--- config.mk ---
export PLATFORM = sky130hd
export DESIGN_NAME = ma_stage
export DESIGN_NICKNAME = d
export VERILOG_FILES = /design/src/rtl/ma_stage_pkg.sv /design/src/rtl/ma_load_align.sv /design/src/rtl/ma_stage.sv
export SDC_FILE = /design/constraint.sdc
export NUM_CORES = 1
export LEC_CHECK = 0
export BUFFER_PORTS_ARGS = -buffer_cell sky130_fd_sc_hd__clkbuf_2
export CORE_MARGIN = 2
export CORE_UTILIZATION = 25
export DETAILED_ROUTE_END_ITERATION = 12
export SLEW_MARGIN = 20
export SYNTH_ARGS = -nofsm -noshare
export SYNTH_HDL_FRONTEND = slang
export SYNTH_SLANG_ARGS = --single-unit
export TNS_END_PERCENT = 20
--- constraint.sdc ---
create_clock -name clk -period 2.85 [get_ports clk]
set_input_delay 0.4275 -clock clk [delete_from_list [all_inputs] [get_ports clk]]
set_output_delay 0.4275 -clock clk [all_outputs]
set_load 0.02 [all_outputs]
--- src/rtl/ma_stage_pkg.sv ---
// Shared types for the memory-access stage: load/store width codes and FSM states.
package ma_stage_pkg;

    localparam int unsigned DATA_W = 32;
    localparam int unsigned REG_W  = 5;

    localparam logic [2:0] LDST_B  = 3'b000;
    localparam logic [2:0] LDST_H  = 3'b001;
    localparam logic [2:0] LDST_W  = 3'b010;
    localparam logic [2:0] LDST_BU = 3'b100;
    localparam logic [2:0] LDST_HU = 3'b101;

    typedef enum logic [1:0] {
        MA_IDLE  = 2'd0,
        MA_WAIT  = 2'd1,
        MA_HOLD  = 2'd2,
        MA_DRAIN = 2'd3
    } ma_state_e;

endpackage

--- src/rtl/ma_load_align.sv ---
// Selects the addressed byte/half of a read word and sign- or zero-extends it.
module ma_load_align
    import ma_stage_pkg::*;
(
    input  logic [DATA_W-1:0] rdata,
    input  logic [1:0]        adr,
    input  logic [2:0]        ldst_code,
    output logic [DATA_W-1:0] data
);

    logic [7:0]  byte_sel;
    logic [15:0] half_sel;

    always_comb begin
        byte_sel = rdata[{adr, 3'b000} +: 8];
        half_sel = adr[1] ? rdata[31:16] : rdata[15:0];
        case (ldst_code)
            LDST_B:  data = {{24{byte_sel[7]}}, byte_sel};
            LDST_H:  data = {{16{half_sel[15]}}, half_sel};
            LDST_BU: data = {24'h000000, byte_sel};
            LDST_HU: data = {16'h0000, half_sel};
            default: data = rdata;
        endcase
    end

endmodule

--- src/rtl/ma_stage.sv ---
// Memory-access stage: data-bus req/ack handshake, load alignment, WB/WB2 registers.
// Optional bus-timeout abort is compiled in with MA_TIMEOUT_EN.
module ma_stage
    import ma_stage_pkg::*;
#(
    parameter int unsigned MAX_WAIT = 15,
    parameter int unsigned TO_W     = 4
) (
    input  logic              clk,
    input  logic              rst_n,
    input  logic              cmd_ld_ma,
    input  logic              cmd_st_ma,
    input  logic [REG_W-1:0]  rd_adr_ma,
    input  logic [DATA_W-1:0] rd_data_ma,
    input  logic              wbk_rd_reg_ma,
    input  logic [DATA_W-1:0] st_data_ma,
    input  logic [2:0]        ldst_code_ma,
    input  logic              stall,
    input  logic              rst_pipe,
    output logic              dmem_req,
    output logic              dmem_we,
    output logic [29:0]       dmem_adr,
    output logic [3:0]        dmem_be,
    output logic [DATA_W-1:0] dmem_wdata,
    input  logic [DATA_W-1:0] dmem_rdata,
    input  logic              dmem_ack,
    output logic              ma_stall,
    output logic              ma_misalign,
    output logic              ma_buserr,
    output logic [REG_W-1:0]  rd_adr_wb,
    output logic              wbk_rd_reg_wb,
    output logic [DATA_W-1:0] wbk_data_wb,
    output logic [REG_W-1:0]  rd_adr_wb2,
    output logic              wbk_rd_reg_wb2,
    output logic [DATA_W-1:0] wbk_data_wb2
);

    if ((MAX_WAIT == 0) || (MAX_WAIT >= (32'd1 << TO_W))) begin : g_cfg_check
        $error("ma_stage: MAX_WAIT must be nonzero and fit in TO_W bits");
    end

    ma_state_e         state;
    logic [DATA_W-1:0] hold_data;
    logic [DATA_W-1:0] ld_data;
    logic [1:0]        adr_lo;
    logic              is_mem;
    logic              misalign;
    logic              access;
    logic              timeout;
    logic              upd;
    logic              wb_en;

    assign adr_lo = rd_data_ma[1:0];
    assign is_mem = cmd_ld_ma | cmd_st_ma;

    always_comb begin
        misalign = 1'b0;
        case (ldst_code_ma)
            LDST_H, LDST_HU: misalign = adr_lo[0];
            LDST_W:          misalign = |adr_lo;
            default:         misalign = 1'b0;
        endcase
        misalign = misalign & is_mem;
    end

    assign access   = is_mem & ~misalign;
    assign dmem_req = ((state == MA_IDLE) & access) | (state == MA_WAIT) | (state == MA_DRAIN);
    assign ma_stall = dmem_req & ~dmem_ack & ~timeout;
    assign upd      = ~stall & ~ma_stall;
    assign dmem_we  = cmd_st_ma;
    assign dmem_adr = rd_data_ma[31:2];

    // Lane enables and lane replication of store data.
    always_comb begin
        dmem_be    = 4'b1111;
        dmem_wdata = st_data_ma;
        case (ldst_code_ma[1:0])
            2'b00: begin
                dmem_be    = 4'b0001 << adr_lo;
                dmem_wdata = {4{st_data_ma[7:0]}};
            end
            2'b01: begin
                dmem_be    = 4'b0011 << {adr_lo[1], 1'b0};
                dmem_wdata = {2{st_data_ma[15:0]}};
            end
            default: begin
                dmem_be    = 4'b1111;
                dmem_wdata = st_data_ma;
            end
        endcase
    end

    ma_load_align u_load_align (
        .rdata     (dmem_rdata),
        .adr       (adr_lo),
        .ldst_code (ldst_code_ma),
        .data      (ld_data)
    );

`ifdef MA_TIMEOUT_EN
    logic [TO_W-1:0] wait_cnt;

    assign timeout = (state == MA_WAIT) & ~dmem_ack & ~rst_pipe &
                     (wait_cnt == TO_W'(MAX_WAIT - 1));

    // Counts consecutive WAIT cycles; any exit from WAIT restarts it.
    always_ff @(posedge clk or negedge rst_n) begin
        if (!rst_n) begin
            wait_cnt <= '0;
        end else if ((state == MA_WAIT) && !dmem_ack && !rst_pipe && !timeout) begin
            wait_cnt <= wait_cnt + TO_W'(1);
        end else begin
            wait_cnt <= '0;
        end
    end
`else
    assign timeout = 1'b0;
`endif

    // Drained or aborted accesses and misaligned ones never write back.
    assign wb_en = wbk_rd_reg_ma & ~misalign & ~timeout & (state != MA_DRAIN);

    always_ff @(posedge clk or negedge rst_n) begin
        if (!rst_n) begin
            state          <= MA_IDLE;
            hold_data      <= '0;
            rd_adr_wb      <= '0;
            wbk_rd_reg_wb  <= 1'b0;
            wbk_data_wb    <= '0;
            rd_adr_wb2     <= '0;
            wbk_rd_reg_wb2 <= 1'b0;
            wbk_data_wb2   <= '0;
            ma_misalign    <= 1'b0;
            ma_buserr      <= 1'b0;
        end else begin
            case (state)
                MA_IDLE: begin
                    if (access && !dmem_ack) begin
                        state <= rst_pipe ? MA_DRAIN : MA_WAIT;
                    end else if (access && stall && !rst_pipe) begin
                        state     <= MA_HOLD;
                        hold_data <= ld_data;
                    end
                end
                MA_WAIT: begin
                    if (rst_pipe) begin
                        state <= dmem_ack ? MA_IDLE : MA_DRAIN;
                    end else if (dmem_ack) begin
                        if (stall) begin
                            state     <= MA_HOLD;
                            hold_data <= ld_data;
                        end else begin
                            state <= MA_IDLE;
                        end
                    end else if (timeout) begin
                        state <= MA_IDLE;
                    end
                end
                MA_HOLD: begin
                    if (rst_pipe || !stall) begin
                        state <= MA_IDLE;
                    end
                end
                MA_DRAIN: begin
                    if (dmem_ack) begin
                        state <= MA_IDLE;
                    end
                end
                default: state <= MA_IDLE;
            endcase

            if (rst_pipe) begin
                rd_adr_wb      <= '0;
                wbk_rd_reg_wb  <= 1'b0;
                wbk_data_wb    <= '0;
                rd_adr_wb2     <= '0;
                wbk_rd_reg_wb2 <= 1'b0;
                wbk_data_wb2   <= '0;
                ma_misalign    <= 1'b0;
                ma_buserr      <= 1'b0;
            end else begin
                ma_misalign <= upd & misalign;
                ma_buserr   <= upd & timeout;
                if (upd) begin
                    rd_adr_wb     <= rd_adr_ma;
                    wbk_rd_reg_wb <= wb_en;
                    wbk_data_wb   <= !cmd_ld_ma          ? rd_data_ma :
                                     (state == MA_HOLD)  ? hold_data  : ld_data;
                end
                if (!stall) begin
                    rd_adr_wb2     <= rd_adr_wb;
                    wbk_rd_reg_wb2 <= wbk_rd_reg_wb;
                    wbk_data_wb2   <= wbk_data_wb;
                end
            end
        end
    end

endmodule

# [Word-level counts from Yosys, hierarchy flattened]
# Cells that the tools add are included.
[word_totals] ff_bits=111 in_bits=112 out_inout_bits=147 wordCells=98
[classes] muxes=36 shifts=3 bitwise_logic=15 eq_ne=19 reduce_logical=16
[ops] op="two-way mux 32 bit" count=11
[ops] op="one-hot mux 32 bit (2 select lines)" count=2
[ops] op="one-hot mux 32 bit (4 select lines)" count=1
[ops] op="indexed part select 32 x 6 -> 8 bit" count=1
[ops] op="two-way mux 5 bit" count=4
[ops] op="two-way mux 2 bit" count=9
[ops] op="two-way mux 16 bit" count=1
[ops] op="!= test 2 bit (second input constant)" count=7
[ops] op="AND 1 bit" count=8
[ops] op="one-hot mux 2 bit (4 select lines)" count=1
[ops] op="one-hot mux 4 bit (2 select lines)" count=1
[ops] op="equality test 3 bit (second input constant)" count=2
[ops] op="AND reduction 6 bit" count=1
[ops] op="two-way mux 1 bit" count=5
[ops] op="equality test 2 x 1 -> 1 bit (second input constant)" count=2
[ops] op="equality test 2 bit (second input constant)" count=2
[ops] op="logical NOT 2 bit" count=2
[ops] op="!= test 2 x 1 -> 1 bit (second input constant)" count=2
[ops] op="NOT 1 bit" count=4
[ops] op="AND reduction 4 bit" count=1
[ops] op="nonzero test 2 bit" count=2
[ops] op="OR reduction 2 bit" count=2
[ops] op="<< shifter 1 x 2 -> 4 bit (first input constant)" count=1
[ops] op="<< shifter 2 x 2 -> 4 bit (first input constant)" count=1
[ops] op="10 further kinds" count=16

# [Longest topological paths before layout]
# Gate-level depths: netlist of run 1.
[logic_depth] depth_word=14 depth_mapped=8 depth_no_buf=5

# [Modules after synthesis]
# Synthesis of run 1 repeated with hierarchy kept, for this count alone.
[unflattened] cells_unflattened=642 area_unflattened_um2=6739.0
[by_module_without_submodules] mod="ma_stage" seq_area_each_um2=2777.7 cells_per_inst=524 instances=1 area_each_um2=5978.2
[by_module_without_submodules] mod="ma_load_align" seq_area_each_um2=0.0 cells_per_inst=118 instances=1 area_each_um2=760.7

# [Least setup slack after synthesis of run 1]
# No wires, ideal clock.
[synth_path] kind="input to output" from="input ldst_code_ma[0]" to="output dmem_wdata[24]" n_path_buf=2 cell_stages=4 t_arrival_ps=1740 required_time_ps=2423 path_slack_ps=682 cell_sequence="clkbuf_1 > clkbuf_1 > mux2i_1 > o21ai_0"
[synth_between] elab_chain_len=2 elab_cells_between_ends=3 cone_classes="eq/ne: 1; mux: 1; reduce/logical: 1"
[synth_rtl] element="from (decl)" line_no="ma_stage.sv:17" rtl="input logic [2:0] ldst_code_ma,"
[synth_rtl] element="equality test 2 x 1 -> 1 bit or logical NOT 2 bit (tied branches)" line_no="ma_stage.sv:77" rtl="case (ldst_code_ma[1:0])"
[synth_rtl] element="one-hot mux 32 bit (2 select lines) *" line_no="ma_stage.sv:77"
[synth_rtl] element="to (decl)" line_no="ma_stage.sv:24" rtl="output logic [DATA_W-1:0] dmem_wdata,"
# Every way passes the cells marked *; elsewhere a longest branch is shown, timed or not.

# [Worst setup path after layout of run 1]
[layout_path] from="input ldst_code_ma[1]" to="output dmem_wdata[17]"
# The elaborated chain is that of the path after synthesis.

==> out/summary.txt, run 1 <==
YOSYS
---------------------------------------------------------------------------------
Share of synthesized area occupied by flip-flops and latches                0.440
List of most frequent post-synthesis cells                           sky130_fd_sc_hd__dfrtp_1, sky130_fd_sc_hd__nor2_1, sky130_fd_sc_hd__mux2i_1
Most used DFF post-synth                                             sky130_fd_sc_hd__dfrtp_1
Share of synthesized registers carrying an async set or reset                1.00
Synthesized instance count                                                    664
Number of storage elements in the synthesis netlist                           111
Number of enable flip-flop cells after synthesis                                0
Post-synth cell types                                                          42
Nets in the synthesized netlist                                               776
Largest area contributor in the synthesized netlist                  sky130_fd_sc_hd__dfrtp_1
Total standard cell area after synthesis                              0.00631 mm2
Post-synthesis area per instance                                         9.50 um2
Share of Yosys cell area claimed by the top area cell type                  0.440
Warning count from the yosys run                                                0
Top area cells in the synthesized netlist                            sky130_fd_sc_hd__dfrtp_1, sky130_fd_sc_hd__mux2i_1, sky130_fd_sc_hd__buf_4
Top-count cell post-synth                                            sky130_fd_sc_hd__dfrtp_1

LAYOUT
---------------------------------------------------------------------------------
Nets                                                                          974
Share of layout cells above drive strength 1                                0.393
Non-Filler Instances                                                         1199
Area growth from synthesis to layout                                        26.8%
Finished Core Util                                                          0.320
Design Area, Final                                                    0.00799 mm2

PLACED DESIGN
---------------------------------------------------------------------------------
Final HPWL from detailed placement                                       16500 um
Cell count after placement                                                   1180
Routability cong.                                                           0.818
Placed Area                                                           0.00768 mm2
Quantity of I/O buffers inserted on ports                                     257
Post-place setup slack                                                   0.525 ns

ROUTING
---------------------------------------------------------------------------------
Number of nets with antenna violations after routing                            0
Drt drc                                                                         0
Detailed Routing Iterations Pass 1                                              5
Routed length per instance                                                17.5 um
Via count                                                                    5662
Drt via density                                                              4.72
Starting DRT DRC Count                                                        377
Detailed Route WL                                                        21000 um

TIMING
---------------------------------------------------------------------------------
Final max-slew violation count                                                  0
Max frequency                                                             468 MHz
Worst hold slack                                                         0.100 ns
Minimum period implied by the final worst setup slack                     2.14 ns
Final hold violation count                                                      0
Post-route clock period utilization                                         0.750
Tightest Pin Transition                                                  0.712 ns
Post-Route Skew                                                        0.00908 ns
Unrepaired setup endpoints after global routing                             false
Slew headroom                                                               0.526
Least setup slack across all paths after layout                          0.712 ns
Setup tns final                                                              0 ns
Final setup violation count                                                     0

FLOORPLAN
---------------------------------------------------------------------------------
Effective utilization at floorplan                                          0.253
Number of core rows                                                            58
Total die area                                                         0.0265 mm2
I/O pin total                                                                 259
Die Y-Extent                                                               163 um
Core outline area                                                      0.0250 mm2
Width of the chip                                                          163 um

GLOBAL ROUTING
---------------------------------------------------------------------------------
Largest net degree at the start of global routing                              51
Number of antenna violations at the first check in global routing               6
GRT Overall Usage                                                           0.158
Vias in the first global route                                               5251
Wire length of the first global-routing pass                             31400 um
Total overflow reported by the global router                                    0

WORST SETUP PATH
---------------------------------------------------------------------------------
Critical path's largest stage delay                                       0.35 ns
Ordered list of cells on the worst path                              clkbuf_2 -> buf_4 -> buf_4 -> mux2_2 -> clkbuf_2
Worst path slowest cell                                              sky130_fd_sc_hd__mux2_2
CP required                                                               2.42 ns
Critical Setup Path Class                                                  in2out
Kind of start point of the critical path                               input port
CP Capture Type                                                        output pin
Worst-path fanout max                                                          18
Setup slack, reg-to-reg                                                   0.94 ns
Arrival time at the worst endpoint                                        1.71 ns
Cell depth of the worst flop-to-flop path                                       6

CTS
---------------------------------------------------------------------------------
Clock latency of the later-clocked register in the worst-skew pair        0.37 ns
Hold-fix buffers, CTS                                                           0
Deepest level of the CTS H-tree                                                 3
Clock buffer depth                                                              2
Clock Root Buffer                                                    sky130_fd_sc_hd__clkbuf_16
# resized after CTS                                                             0
Number of CTS-inserted buffers                                                  9
Sink count of the clock tree                                                  111
CTS tree                                                                    built
Post CTS Setup Buffer Count                                                     0
Clk pin slew, worst setup/hold paths                                      0.08 ns

PWR
---------------------------------------------------------------------------------
Static Leak                                                               4.06 nW
Sum of internal, switching and leakage power                              4.42 mW
Largest voltage drop on the vdd net                                      0.327 mV
Total power per unit cell area                                         553 mW/mm2

HOLD PATH
---------------------------------------------------------------------------------
Hold Crit Class                                                          in2async

FLOW RUN
---------------------------------------------------------------------------------
Reported max-cap violation count                                                0

STATUS
---------------------------------------------------------------------------------
Status                                                               finished, final reports clean

## worst paths after layout
kind,from,endpoint
worst max-delay path,ldst_code_ma[1],dmem_wdata[17]
worst min-delay path,rst_n,wbk_data_wb[24]
worst max register to register,state[0],wbk_data_wb[23]
worst min register to register,hold_data[9],hold_data[9]
max in group asynchronous,rst_n,hold_data[28]
min in group clk,rd_adr_ma[1],rd_adr_wb[1]
## power breakdown
| part | internal (mW) | switching, mW | leakage, nW | total [mW] |
|---|---|---|---|---|
| registers | 1.80 | 0.151 | 1.48 | 1.95 |
| clock network | 0.612 | 0.639 | 0.139 | 1.25 |
| logic | 0.472 | 0.743 | 2.45 | 1.21 |
| total | 2.89 | 1.53 | 4.06 | 4.42 |
## area by class of cell
cell class | count | area (um2)
diodes | 2 | 5.00
flip-flops and latches | 111 | 2780
fillers | 2635 | 17000
clock inverters | 7 | 58.8
repair buffers | 278 | 1490
clock buffers | 9 | 225
inverters | 13 | 48.8
multi-input cells | 449 | 2970
well taps | 330 | 413
## cells by family (layout without fill, tap and decap cells)
kind of cell / after synthesis / in the layout / synth area share
muxes: 71 / 71 / 0.118
and+or+nand+nor: 208 / 208 / 0.157
other: 1 / 3 / 0.000595
buffers and inverters: 104 / 307 / 0.0919
DFF: 111 / 111 / 0.440
AOI/OAI and AO/OA: 169 / 169 / 0.192
## placed cells by master (no fill, tap or decap), drive strengths merged, types with 3 or more instances in the layout
| cell type | count |
|---|---|
| clkbuf | 265 |
| dfrtp | 111 |
| nor2 | 80 |
| mux2i | 53 |
| nand2 | 47 |
| o21ai | 40 |
| a21oi | 35 |
| nor2b | 25 |
| a32o | 24 |
| buf | 22 |
| or2 | 19 |
| o31ai | 18 |
| inv | 18 |
| mux2 | 17 |
| nand3 | 17 |
| o221ai | 16 |
| a22o | 13 |
| nand2b | 11 |
| a211oi | 7 |
| a21o | 7 |
| nand3b | 3 |
| o21ba | 3 |
## sequential cells by signal, indices dropped and copies added (netlist names)
name and flops:
wbk_rd_reg_wb 1, wbk_data_wb 32, wbk_data_wb2 32, hold_data 32
state 2, wbk_rd_reg_wb2 1, ma_misalign 1, rd_adr_wb 5
rd_adr_wb2 5
## metal layers
metal	vias to the layer above	global-route usage	routed length, um
met4	8	0.0567	425
li1	2721	-	-
met3	30	0.0448	1640
met5	-	0	50
met1	2674	0.195	8940
met2	229	0.263	9950
## critical path, delay by kind of cell
kind     cells  cell delay (ns)
buf+inv      4             0.92
mux          1             0.35
Note: power is estimated with default switching activity, not from simulation.
==> inputs of run 2 (changes only) <==
clock period = 2 ns   (was 2.85 ns; I/O delays follow)
==> out/summary.txt, run 2 (synthesis results as in run 1) <==
TIMING
---------------------------------------------------------------------------------
Worst hold slack                                                         0.169 ns   +0.0691 ns
Tightest Pin Transition                                                  0.505 ns   -0.207 ns
Minimum period implied by the final worst setup slack                     1.91 ns
Slew headroom                                                               0.663   +0.138
Setup tns final                                                              0 ns   unchanged
Max frequency                                                             522 MHz
Post-Route Skew                                                        0.00514 ns   -0.00394 ns
Final max-slew violation count                                                  0   unchanged
Unrepaired setup endpoints after global routing                             false
Final setup violation count                                                     0   unchanged
Post-route clock period utilization                                         0.957
Final hold violation count                                                      0   unchanged

FLOORPLAN
---------------------------------------------------------------------------------
Number of core rows                                                            58   unchanged
Core outline area                                                      0.0250 mm2   unchanged
Width of the chip                                                          163 um   unchanged
Effective utilization at floorplan                                          0.253   unchanged
I/O pin total                                                                 259   unchanged
Die Y-Extent                                                               163 um   unchanged
Total die area                                                         0.0265 mm2   unchanged

CTS
---------------------------------------------------------------------------------
Clock latency of the later-clocked register in the worst-skew pair        0.36 ns   about the same
CTS tree                                                                    built
Clock Root Buffer                                                    sky130_fd_sc_hd__clkbuf_16
Clk pin slew, worst setup/hold paths                                      0.07 ns   about the same
Clock buffer depth                                                              2   unchanged
Sink count of the clock tree                                                  111   unchanged
Deepest level of the CTS H-tree                                                 3   unchanged
Number of CTS-inserted buffers                                                  9   unchanged

LAYOUT
---------------------------------------------------------------------------------
Largest registers ranked by flip-flop count                          hold_data x32, wbk_data_wb2 x32, wbk_data_wb x32
Share of layout cells above drive strength 1                                0.402   +0.00874
Non-Filler Instances                                                         1210   +0.92%
Commonest non-fill, non-tap cell in the layout                       sky130_fd_sc_hd__clkbuf_2
Highest-count cells in the layout ignoring fill and taps             sky130_fd_sc_hd__clkbuf_2, sky130_fd_sc_hd__dfrtp_1, sky130_fd_sc_hd__nor2_1, sky130_fd_sc_hd__mux2i_1, sky130_fd_sc_hd__nand2_1
Area growth from synthesis to layout                                        29.9%
Finished Core Util                                                          0.328   +0.00782
Nets                                                                          987   +1.3%
Design Area, Final                                                    0.00819 mm2   +2.4%

WORST SETUP PATH
---------------------------------------------------------------------------------
Critical Setup Path Class                                                 reg2out
CP required                                                               1.70 ns   -0.72 ns
Arrival time at the worst endpoint                                        1.61 ns   -0.10 ns
Critical path's largest stage delay                                       0.39 ns   +0.04 ns
Worst path slowest cell                                              sky130_fd_sc_hd__dfrtp_1
Kind of start point of the critical path                                flip-flop
FF-to-FF Start                                                           state[1]
CP Capture Type                                                        output pin
Ordered list of cells on the worst path                              o21ba_2 -> o211a_4 -> o21ba_2 -> buf_4 -> buf_4
Worst-path fanout max                                                           5   -13
Startpoint of the worst setup timing path                                state[1]

GLOBAL ROUTING
---------------------------------------------------------------------------------
Vias in the first global route                                               5289   +0.72%
Number of antenna violations at the first check in global routing               5   -1
Wire length of the first global-routing pass                             31800 um   +1.2%
Largest net degree at the start of global routing                              70   +37%
GRT Overall Usage                                                           0.159   +0.000777
Total overflow reported by the global router                                    0   unchanged

ROUTING
---------------------------------------------------------------------------------
Detailed Route WL                                                        21300 um   +1.5%
Drt via density                                                              4.74   +0.47%
Detailed Routing Iterations Pass 1                                              5   unchanged
Drt drc                                                                         0   unchanged
Starting DRT DRC Count                                                        512   +36%
Via count                                                                    5741   +1.4%
Routed length per instance                                                17.6 um   +0.60%
Number of nets with antenna violations after routing                            0   unchanged

PWR
---------------------------------------------------------------------------------
Largest voltage drop on the vdd net                                      0.431 mV   +32%
Static Leak                                                               4.15 nW   +2.3%
Total power per unit cell area                                         802 mW/mm2   +45%

HOLD PATH
---------------------------------------------------------------------------------
Worst min-delay path startpoint                                      rd_adr_ma[1]
Hold Crit Class                                                            in2reg

PLACED DESIGN
---------------------------------------------------------------------------------
Quantity of I/O buffers inserted on ports                                     257   unchanged
Routability cong.                                                           0.819   +0.12%
Placed Area                                                           0.00783 mm2   +2.0%
Final HPWL from detailed placement                                       16600 um   +0.92%
Cell count after placement                                                   1192   +1.0%

STATUS
---------------------------------------------------------------------------------
Status                                                               finished, final reports clean

FLOW RUN
---------------------------------------------------------------------------------
Reported max-cap violation count                                                0   unchanged

## run 2: cell count changes in the layout (fill, tap and decap cells not counted), sizes merged
cell | before | now
clkbuf | 265 | 266
inv | 18 | 13
bufinv | 0 | 2
dlygate4sd3 | 0 | 1
clkinv | 1 | 0
buf | 22 | 35
## run 2: timing repair
action / CTS / global route
buffers inserted: 1 / 0
endpoints found under the setup margin: 1 / 2
resized for setup: 2 / 2
cloned: 0 / 0
hold endpoints to repair: 3 / 0
hold buffers: 1 / 0
## run 2: layout make-up
class / count / area (um2)
timing repair buffer: 291 / 1640
clock buffer: 11 / 253
clock inverter: 3 / 67.6
inverter: 13 / 48.8
antenna: 2 / 5.00
multi-input combinational: 449 / 2990
tap: 330 / 413
fill: 2638 / 16800
sequential: 111 / 2780
## run 2: per-stage QoR
stage	setup slack [ns]	power, mW
after CTS	0.0664	6.63
after detailed placement	0.0637	4.63
after floorplan	0.0873	3.93
after global routing	0.000497	6.92
final	0.0855	6.57
after global placement	0.100	4.59
## run 2: final timing paths
path                               endpoint  cells past startpoint  slack (ns)
max reg2reg                   hold_data[22]                      5        0.25
min in group asynchronous  wbk_data_wb2[27]                      2        0.29
min reg2reg                   hold_data[29]                      2        0.48
min                            rd_adr_wb[1]                      2        0.17
max in group asynchronous   wbk_data_wb2[2]                      3        1.03
max                                ma_stall                      5        0.09
## run 2: critical path, delay by kind of cell (launching register included)
kind                   cells  cell delay, ns
AOI/OAI and AO/OA          3            0.60
buffers and inverters      2            0.28
DFF                        1            0.39
## run 2: report_power, final
part           total [mW]  leakage [nW]  switching [mW]  internal (mW)
Clock                1.98         0.154           0.826           1.15
Sequential           2.79          1.48           0.217           2.57
Combinational        1.80          2.52            1.08          0.719
Total                6.57          4.15            2.12           4.44
## run 2: per-layer routing
metal | share of wire | wire (um) | vias to the layer above | global-route usage
li1 | - | - | 2756 | -
met1 | 0.42 | 8980 | 2716 | 0.200
met2 | 0.48 | 10100 | 244 | 0.262
met3 | 0.084 | 1800 | 21 | 0.0469
met4 | 0.018 | 384 | 4 | 0.0487
met5 | 0.0014 | 30 | - | 0
==> inputs of run 3 (changes only) <==
CORE_MARGIN = default   (was 2)
==> out/summary.txt, run 3 (synthesis results as in run 1) <==
STATUS
---------------------------------------------------------------------------------
Status                                                               finished, final reports clean

CTS
---------------------------------------------------------------------------------
Number of CTS-inserted buffers                                                  9   unchanged
Clock buffer depth                                                              2   unchanged
Clock Root Buffer                                                    sky130_fd_sc_hd__clkbuf_16
Post CTS Setup Buffer Count                                                     0   -1
Clk pin slew, worst setup/hold paths                                      0.08 ns   about the same
Deepest level of the CTS H-tree                                                 3   unchanged
Sink count of the clock tree                                                  111   unchanged
Clock latency of the later-clocked register in the worst-skew pair        0.36 ns   about the same
CTS tree                                                                    built

GLOBAL ROUTING
---------------------------------------------------------------------------------
Vias in the first global route                                               5452   +3.1%
Global routing usage on met3                                               0.0426   -0.00424
Met1 Resource Use GR                                                        0.208   +0.00823
Total overflow reported by the global router                                    0   unchanged
Largest net degree at the start of global routing                              66   -5.7%
Number of antenna violations at the first check in global routing               6   +1
GRT Overall Usage                                                           0.165   +0.00598
Most utilized layer in the global route result                               met2
Met2 Resource Use GR                                                        0.267   +0.00547
Wire length of the first global-routing pass                             32300 um   +1.7%

PWR
---------------------------------------------------------------------------------
Largest voltage drop on the vdd net                                      0.492 mV   +14%
Sum of internal, switching and leakage power                              6.38 mW   -2.9%
Total power per unit cell area                                         783 mW/mm2   -2.4%
Static Leak                                                               4.14 nW   -0.34%

WORST SETUP PATH
---------------------------------------------------------------------------------
CP required                                                               1.70 ns   about the same
Kind of start point of the critical path                                flip-flop
Arrival time at the worst endpoint                                        1.60 ns   about the same
Critical Setup Path Class                                                 reg2out
CP Capture Type                                                        output pin
Worst-path fanout max                                                           6   +1
FF-to-FF Start                                                           state[1]
Startpoint of the worst setup timing path                                state[1]

LAYOUT
---------------------------------------------------------------------------------
Design Area, Final                                                    0.00815 mm2   -0.47%
Commonest non-fill, non-tap cell in the layout                       sky130_fd_sc_hd__clkbuf_2
Highest-count cells in the layout ignoring fill and taps             sky130_fd_sc_hd__clkbuf_2, sky130_fd_sc_hd__dfrtp_1, sky130_fd_sc_hd__nor2_1, sky130_fd_sc_hd__mux2i_1, sky130_fd_sc_hd__nand2_1
Largest registers ranked by flip-flop count                          hold_data x32, wbk_data_wb2 x32, wbk_data_wb x32
Nets                                                                          986   -0.10%
Area growth from synthesis to layout                                        29.2%
Finished Core Util                                                          0.332   +0.00417
Share of layout cells above drive strength 1                                0.402   -0.000457

PLACED DESIGN
---------------------------------------------------------------------------------
Routability cong.                                                           0.889   +8.5%
Post-place setup slack                                                  0.0252 ns   -0.0386 ns
Placed Area                                                           0.00782 mm2   about the same
Final HPWL from detailed placement                                       16700 um   +0.52%
Quantity of I/O buffers inserted on ports                                     257   unchanged

TIMING
---------------------------------------------------------------------------------
Post-route clock period utilization                                         0.951   -0.00632
Max frequency                                                             526 MHz   +0.66%
Setup tns final                                                              0 ns   unchanged
Final max-slew violation count                                                  0   unchanged
Unrepaired setup endpoints after global routing                             false
Minimum period implied by the final worst setup slack                     1.90 ns   -0.0126 ns
Final hold violation count                                                      0   unchanged
Slew headroom                                                               0.607   -0.0562
Least setup slack across all paths after layout                         0.0981 ns   +0.0126 ns
Tightest Pin Transition                                                  0.581 ns   +0.0761 ns
Final setup violation count                                                     0   unchanged
Post-Route Skew                                                        0.00876 ns   +0.00362 ns

HOLD PATH
---------------------------------------------------------------------------------
Worst min-delay path startpoint                                      rd_adr_ma[4]
Hold Crit Class                                                            in2reg

ROUTING
---------------------------------------------------------------------------------
Drt via density                                                              4.73   -0.33%
Via count                                                                    5708   -0.57%
Routed length per instance                                                17.6 um   about the same
Drt drc                                                                         0   unchanged
Number of nets with antenna violations after routing                            0   unchanged
Detailed Routing Iterations Pass 1                                              6   +1
Starting DRT DRC Count                                                        414   -19%
Detailed Route WL                                                        21300 um   -0.23%

FLOORPLAN
---------------------------------------------------------------------------------
Die Y-Extent                                                               161 um   -1.2%
Total die area                                                         0.0259 mm2   -2.4%
Core outline area                                                      0.0245 mm2   -1.7%
Width of the chip                                                          161 um   -1.2%
Number of core rows                                                            57   -1.7%
Effective utilization at floorplan                                          0.257   +0.00443
I/O pin total                                                                 259   unchanged

FLOW RUN
---------------------------------------------------------------------------------
Reported max-cap violation count                                                0   unchanged

[run 3: where the power goes]
part	internal [mW]	switching (mW)
logic	0.709	1.06
clock network	0.904	0.908
registers	2.57	0.226
[run 3: final cells by class]
cell class | instances | area, um2
fill | 2579 | 16400
multi-input combinational | 449 | 2990
sequential | 111 | 2780
timing repair buffer | 290 | 1630
tap | 324 | 405
clock buffer | 10 | 239
clock inverter | 6 | 52.6
inverter | 13 | 48.8
antenna | 4 | 10.0
[run 3: what timing repair did]
item                                   in CTS  in global routing
resized for setup                           2                  1
setup endpoints to repair                   1                  1
endpoints found under the hold margin      29                  0
gates cloned                                0                  0
hold buffers                                1                  0
[run 3: final timing paths]
check	to	cells past startpoint	slack, ns
max	ma_stall	4	0.1
min in group asynchronous	wbk_data_wb2[26]	2	0.43
max in group asynchronous	wbk_data_wb2[2]	3	0.90
min	rd_adr_wb[4]	2	0.16
min reg2reg	hold_data[9]	1	0.48
max reg2reg	hold_data[13]	5	0.23
[run 3: stage by stage]
stage          hold WS (ns)  std cells
2_1_floorplan       0.00441        664
3_3_place_gp          0.290       1186
3_5_place_dp          0.289       1186
4_1_cts               0.139       1203
5_1_grt               0.154       1205
6_report              0.161       1207
[run 3: worst max-delay path: stages, from the launching register on]
cell and delay, ns:
sky130_fd_sc_hd__dfrtp_1 0.44, sky130_fd_sc_hd__o21ba_2 0.27, sky130_fd_sc_hd__o211a_4 0.18, sky130_fd_sc_hd__o21ba_4 0.18
sky130_fd_sc_hd__clkbuf_4 0.19
[run 3: metal layers]
metal	wire, um	vias to the layer above
met3	1450	26
met4	497	4
met2	10000	230
met5	27	-
met1	9270	2697
li1	-	2751
